**config.mk**
```make
export PLATFORM = sky130hd
export DESIGN_NAME = mem_arb_nport
export DESIGN_NICKNAME = d
export VERILOG_FILES = /design/src/rtl/mem_pkg.sv /design/src/rtl/rr_arbiter.sv /design/src/rtl/mem_arb_nport.sv
export SDC_FILE = /design/constraint.sdc
export NUM_CORES = 1
export LEC_CHECK = 0
export BUFFER_PORTS_ARGS = -buffer_cell sky130_fd_sc_hd__buf_2
export CAP_MARGIN = 10
export CORE_ASPECT_RATIO = 0.5
export CORE_MARGIN = 2
export CORE_UTILIZATION = 25
export CTS_CLUSTER_DIAMETER = 80
export DETAILED_ROUTE_END_ITERATION = 12
export GPL_TIMING_DRIVEN = 0
export PLACE_DENSITY = 0.35
export SLEW_MARGIN = 10
export SYNTH_ARGS = -nofsm -noshare
export SYNTH_HDL_FRONTEND = slang
export SYNTH_SLANG_ARGS = --single-unit
```
**constraint.sdc**
```tcl
create_clock -name clk -period 8.2 [get_ports clk]
set_input_delay 0.41 -clock clk [delete_from_list [all_inputs] [get_ports clk]]
set_output_delay 0.41 -clock clk [all_outputs]
set_load 0.1 [all_outputs]
```
**src/rtl/mem_pkg.sv**
```systemverilog
// Shared definitions for the multi-port arbitrated memory: latency bounds,
// FSM state encoding and a width helper that never returns zero.
package mem_pkg;

  localparam int RD_LAT_MIN = 1;
  localparam int RD_LAT_MAX = 2;

  typedef enum logic {
    ST_INIT = 1'b0,
    ST_RUN  = 1'b1
  } state_e;

  function automatic int clog2_min1(input int value);
    return (value <= 2) ? 1 : $clog2(value);
  endfunction

endpackage

```
**src/rtl/rr_arbiter.sv**
```systemverilog
// Round-robin arbiter: the search starts one past the last granted channel
// and wraps; the pointer only moves when a grant is actually taken.
module rr_arbiter
  import mem_pkg::*;
#(
  parameter int N  = 2,
  parameter int PW = clog2_min1(N)
) (
  input  logic          clk,
  input  logic          rst,
  input  logic [N-1:0]  req,
  input  logic          advance,
  output logic [N-1:0]  gnt,
  output logic [PW-1:0] ptr
);

  logic [PW-1:0] ptr_q, ptr_d;
  logic [PW-1:0] win_idx;
  logic [PW-1:0] idx;
  logic          found;

  always_comb begin
    gnt     = '0;
    win_idx = ptr_q;
    idx     = ptr_q;
    found   = 1'b0;
    for (int i = 1; i <= N; i++) begin
      idx = PW'((int'(ptr_q) + i) % N);
      if (!found && req[idx]) begin
        gnt[idx] = 1'b1;
        win_idx  = idx;
        found    = 1'b1;
      end
    end
  end

  always_comb begin
    ptr_d = ptr_q;
    if (advance) begin
      ptr_d = win_idx;
    end
  end

  always_ff @(posedge clk or negedge rst) begin
    if (!rst) begin
      ptr_q <= '0;
    end else begin
      ptr_q <= ptr_d;
    end
  end

  assign ptr = ptr_q;

endmodule

```
**src/rtl/mem_arb_nport.sv**
```systemverilog
// NUM_CH-channel valid/ready front end onto one single-port array, with
// zero-fill after reset, 1- or 2-cycle read latency and range checking.
module mem_arb_nport
  import mem_pkg::*;
#(
  parameter int WIDTH      = 8,
  parameter int DEPTH      = 32,
  parameter int ADDR_WIDTH = clog2_min1(DEPTH),
  parameter int NUM_CH     = 2,
  parameter int RD_LAT     = 1
) (
  input  logic                         clk,
  input  logic                         rst,
  input  logic [NUM_CH-1:0]            ch_valid,
  input  logic [NUM_CH-1:0]            ch_wr_rd,
  input  logic [NUM_CH*ADDR_WIDTH-1:0] ch_addr,
  input  logic [NUM_CH*WIDTH-1:0]      ch_wdata,
  output logic [NUM_CH-1:0]            ch_ready,
  output logic [NUM_CH-1:0]            ch_rvalid,
  output logic [WIDTH-1:0]             rdata,
  output logic                         err,
  output logic                         init_done
);

  localparam int PW = clog2_min1(NUM_CH);

  logic [WIDTH-1:0] mem_q [DEPTH];

  state_e                state_q, state_d;
  logic [ADDR_WIDTH-1:0] init_cnt_q, init_cnt_d;
  logic                  init_done_q, init_done_d;

  logic [NUM_CH-1:0]     gnt;
  logic [PW-1:0]         rr_ptr_unused;
  logic                  acc, acc_wr, acc_oor;
  logic [ADDR_WIDTH-1:0] acc_addr;
  logic [WIDTH-1:0]      acc_wdata;

  logic                  mem_we;
  logic [ADDR_WIDTH-1:0] mem_waddr;
  logic [WIDTH-1:0]      mem_wdata;

  logic [NUM_CH-1:0]     rvalid_p1_q, rvalid_p1_d;
  logic [WIDTH-1:0]      rdata_p1_q, rdata_p1_d;
  logic                  err_p1_q, err_p1_d;

  rr_arbiter #(.N(NUM_CH), .PW(PW)) u_arb (
    .clk    (clk),
    .rst    (rst),
    .req    (ch_valid & {NUM_CH{state_q == ST_RUN}}),
    .advance(acc),
    .gnt    (gnt),
    .ptr    (rr_ptr_unused)
  );

  assign ch_ready = gnt;
  assign acc      = |gnt;
  assign acc_oor  = {1'b0, acc_addr} >= (ADDR_WIDTH + 1)'(DEPTH);

  always_comb begin
    acc_wr    = 1'b0;
    acc_addr  = '0;
    acc_wdata = '0;
    for (int k = 0; k < NUM_CH; k++) begin
      if (gnt[k]) begin
        acc_wr    = ch_wr_rd[k];
        acc_addr  = ch_addr[k*ADDR_WIDTH +: ADDR_WIDTH];
        acc_wdata = ch_wdata[k*WIDTH +: WIDTH];
      end
    end
  end

  always_comb begin
    state_d     = state_q;
    init_cnt_d  = init_cnt_q;
    init_done_d = init_done_q;
    if (state_q == ST_INIT) begin
      if (init_cnt_q == ADDR_WIDTH'(DEPTH - 1)) begin
        state_d     = ST_RUN;
        init_done_d = 1'b1;
      end else begin
        init_cnt_d = init_cnt_q + 1'b1;
      end
    end
  end

  always_ff @(posedge clk or negedge rst) begin
    if (!rst) begin
      state_q     <= ST_INIT;
      init_cnt_q  <= '0;
      init_done_q <= 1'b0;
    end else begin
      state_q     <= state_d;
      init_cnt_q  <= init_cnt_d;
      init_done_q <= init_done_d;
    end
  end

  // Single write port shared by the zero-fill walk and accepted writes.
  always_comb begin
    mem_we    = 1'b0;
    mem_waddr = init_cnt_q;
    mem_wdata = '0;
    if (state_q == ST_INIT) begin
      mem_we = rst;
    end else if (acc && acc_wr && !acc_oor) begin
      mem_we    = 1'b1;
      mem_waddr = acc_addr;
      mem_wdata = acc_wdata;
    end
  end

  always_ff @(posedge clk) begin
    if (mem_we) begin
      mem_q[mem_waddr] <= mem_wdata;
    end
  end

  // p1: response captured on the accepting edge; rdata holds between reads.
  always_comb begin
    rvalid_p1_d = '0;
    rdata_p1_d  = rdata_p1_q;
    err_p1_d    = acc && acc_oor;
    if (acc && !acc_wr) begin
      rvalid_p1_d = gnt;
      rdata_p1_d  = acc_oor ? '0 : mem_q[acc_addr];
    end
  end

  always_ff @(posedge clk or negedge rst) begin
    if (!rst) begin
      rvalid_p1_q <= '0;
      rdata_p1_q  <= '0;
      err_p1_q    <= 1'b0;
    end else begin
      rvalid_p1_q <= rvalid_p1_d;
      rdata_p1_q  <= rdata_p1_d;
      err_p1_q    <= err_p1_d;
    end
  end

  generate
    if (RD_LAT == RD_LAT_MAX) begin : g_lat2
      // p2: extra output register stage for the longer latency option.
      logic [NUM_CH-1:0] rvalid_p2_q;
      logic [WIDTH-1:0]  rdata_p2_q;
      logic              err_p2_q;

      always_ff @(posedge clk or negedge rst) begin
        if (!rst) begin
          rvalid_p2_q <= '0;
          rdata_p2_q  <= '0;
          err_p2_q    <= 1'b0;
        end else begin
          rvalid_p2_q <= rvalid_p1_q;
          rdata_p2_q  <= rdata_p1_q;
          err_p2_q    <= err_p1_q;
        end
      end

      assign ch_rvalid = rvalid_p2_q;
      assign rdata     = rdata_p2_q;
      assign err       = err_p2_q;
    end else begin : g_lat1
      assign ch_rvalid = rvalid_p1_q;
      assign rdata     = rdata_p1_q;
      assign err       = err_p1_q;
    end
  endgenerate

  assign init_done = init_done_q;

endmodule
```
==> impl_metrics.yaml <==
logic_synthesis:
  netlist_area_mm2: 0.0113
  synth_cell_types: 46
  synth.yosys.seq_area_share: 0.717
  synth_compound_area_frac: 0.101
  synth-adder-area-share: 0.00221
  syn_inst: 759
  synth_warnings: 0
  synth_seq_cells: 274
  yosys.area_share.simple: 0.0780
  synth-xor-area-share: 0.00232
  ys_top_cells_by_area: "edfxtp_1 (68%), mux2i_1 (6.4%), dfrtp_1 (4.0%)"
  yosysTopAreaCell: "edfxtp_1"
  syn_area_per_cell_um2: 14.9
  syn-num-nets: 793
  synthMuxAreaShare: 0.0753
  synth_top_family_by_area: "compound AO/OA/AOI/OAI gates"
  synth_top_area_share: 0.678
critical_path:
  critical_path.slowest_cell: "nor4_2"
  crit_top_cell: "clkbuf_1"
  crit_type: "reg2reg"
  critPathLaunchType: "flop"
  path_max_fanout: 10
  crit_required_ns: 8.47
  crit_family: "buffers and inverters"
  end_kind: "flop"
  cp.depth: 9
  worst-path-buf-inv: 5
  reg2reg_depth: 9
  cpPeakStageDelay_ns: 0.71
  crit_arrival_ns: 3.99
  worstPathCellList: "clkbuf_1 -> inv_1 -> clkbuf_1 -> clkbuf_1 -> nand3_1 -> o21ai_1 -> nand2_1 -> nor4_2 -> buf_4"
clock_network:
  cts.sinks: 274
  htree_num_levels: 1
  post_cts_resized: 0
  cts_buffer_depth: 3
  worstSkewPairLatency_ns: 0.55
  numCtsBuffers: 28
  cts_tree: "yes"
  cts_root_buf: "clkbuf_16"
  clk_pin_slew_ns: 0.07
cells_and_area:
  final_nets: 908
  n_antenna_cell: 0
  synthToLayoutAreaGrowth_pct: 22.1
  stdcell_area_mm2: 0.0138
  fillers: 4520
  drive_above_1_share: 0.229
route:
  wire_per_inst_um: 23.9
  vias_per_cell: 4.82
  dr.pass1.iters: 5
  remaining_drc_errors: 0
  num_vias: 7197
  routed_wirelength_mm: 35.8
  first_iter_violations: 696
  ant_nets: 0
grt:
  grt_pass1_vias: 7146
  antenna_found_initial: 0
  groute.usage.overall: 0.150
  grt_max_degree: 29
  grt_pass1_wl_mm: 51.1
  grt_overflow_total: 0
floorplan:
  die_w_um: 305
  dieArea_mm2: 0.0472
  io_pins: 46
  rows: 55
  initial_utilization: 0.252
  core_area_mm2: 0.0450
  die_h_um: 155
timing:
  slew_headroom: 0.151
  finalCritPeriodShare: 0.454
  fmax_mhz: 269
  grt_setup_unrepaired: "no"
  setup-tns-final_ns: 0
  clock-skew-final_ns: 0.0202
  setup_violations: 0
  period_needed_ns: 3.72
  worst_pin_slew_ns: 1.26
  finalMaxSlewViolations: 0
  worst_slack_ns: 4.48
  hold_viol: 0
  whs_ns: 0.0567
place:
  gp_congestion: 0.787
  port_buffers: 44
  post_dp_cell_area_mm2: 0.0130
  dp_worst_setup_slack_ns: 4.41
  dp_hpwl_mm: 25.5
job:
  maxCapViolCount: 0
pwr:
  p_per_area_mw_per_mm2: 236
  ir_drop_mv: 0.122
  leakagePower_nw: 4.52
  power_mw: 3.27
hold_path:
  hold_depth: 2
  hp-class: "in2reg"
run_status:
  status: "finished, final reports clean"
==> cells by family after synthesis <==
group           count (synthesis)
flops                         274
simple gates                  174
compound gates                169
mux                            84
buf+inv                        52
xor+xnor                        3
fa+ha+maj                       2
other cells                     1
==> worst reg2reg max path, cell delays in order (launching register included) <==
cell      delay, ns
dfrtp_1        0.37
clkbuf_1       0.22
inv_1          0.24
clkbuf_1       0.43
clkbuf_1       0.58
nand3_1        0.15
o21ai_1        0.14
nand2_1        0.33
nor4_2         0.72
buf_4          0.28
==> final cells by class <==
class                           instances  area, µm²  share of cell area
Clock buffer                           42        785              0.0567
Buffer                                 47        248              0.0179
Inverter                                5       18.8             0.00136
Multi-Input combinational cell        433       3200               0.231
Tap cell                              598        748              0.0540
Sequential cell                       274       8140               0.588
Clock inverter                         10       45.0             0.00325
Timing Repair Buffer                   85        666              0.0481
==> flip-flops by register name (all words and copies together) (netlist names) <==
name	count
mem_q	256
init_cnt_q	5
u_arb.ptr	1
ch_rvalid	2
state_q	1
init_done	1
rdata	8
==> cells in the mapped netlist (all sizes together) <==
| cell | instances |
|---|---|
| edfxtp | 256 |
| mux2i | 73 |
| nand2 | 50 |
| nand3 | 43 |
| o21ai | 43 |
| a21oi | 38 |
| nor4 | 33 |
| buf | 28 |
| o22ai | 23 |
| a32oi | 20 |
| clkbuf | 19 |
| dfrtp | 18 |
| nor2 | 14 |
| mux2 | 11 |
| nor3 | 11 |
| nand2b | 9 |
| a211oi | 8 |
| a22oi | 8 |
| o41ai | 8 |
| a2111oi | 7 |
| a32o | 7 |
| inv | 5 |
| nand4 | 5 |
| and2 | 4 |
| and3 | 3 |
| a21o | 2 |
| ha | 2 |
| xnor2 | 2 |
| a21boi | 1 |
| a31oi | 1 |
| and4 | 1 |
| conb | 1 |
| o21a | 1 |
| o21bai | 1 |
| o32ai | 1 |
| or4b | 1 |
| xor2 | 1 |
==> report_power, final <==
group | internal (mW) | switching (mW) | leakage [nW]
clock network | 0.658 | 0.531 | 0.400
registers | 1.56 | 0.0171 | 2.48
logic | 0.126 | 0.375 | 1.64
==> routing by layer <==
metal  share of wire  GRT usage  wire (µm)  vias to the layer above
met5               0          0          0                        -
li1                -          -          -                     3277
met1            0.49      0.216      17700                     3723
met4           0.019     0.0340        690                        0
met3           0.046     0.0344       1650                       41
met2            0.44      0.229      15800                      156
==> metrics by stage <==
stage	cells	util
finish	1494	0.308
global route	1494	0.308
CTS	1494	0.308
detailed placement	1441	0.289
global placement	1401	0.274
floorplan	759	-
==> what timing repair did <==
item | CTS | global route
hold buffers | 1 | 0
endpoints found under the hold margin | 18 | 0
buffers inserted | 0 | 0
==> final timing paths <==
kind / start / end / slack (ns)
max: state_q$_DFF_PN0_ / mem_q[31][6]$_DFFE_PP_ / 4.48
min: ch_wr_rd[1] / ch_rvalid[1]$_DFF_PN0_ / 0.06
max reg2reg: state_q$_DFF_PN0_ / mem_q[31][6]$_DFFE_PP_ / 4.48
min reg2reg: init_done$_DFFE_PN0P_ / init_done$_DFFE_PN0P_ / 0.46
max in group asynchronous: rst / init_cnt_q[1]$_DFFE_PN0P_ / 7.48
min in group asynchronous: rst / rdata[7]$_DFFE_PN0P_ / 0.36
==> layout by cell type (no fill, tap or decap), drive strengths merged, types with 2 or more instances in the layout <==
cell type	synthesis	routed
inv	5	5
edfxtp	256	256
o22ai	23	23
a2111oi	7	7
xnor2	2	2
ha	2	2
buf	28	112
nand2	50	50
a22oi	8	8
and2	4	4
o41ai	8	8
clkbuf	19	61
mux2	11	11
a21oi	38	38
and3	3	3
nor4	33	33
a32o	7	7
nor3	11	11
mux2i	73	73
nand4	5	5
a211oi	8	8
nor2	14	14
clkinv	0	9
dfrtp	18	18
a32oi	20	20
nand3	43	43
a21o	2	2
o21ai	43	43
nand2b	9	9
(Power assumes the default switching activity.)
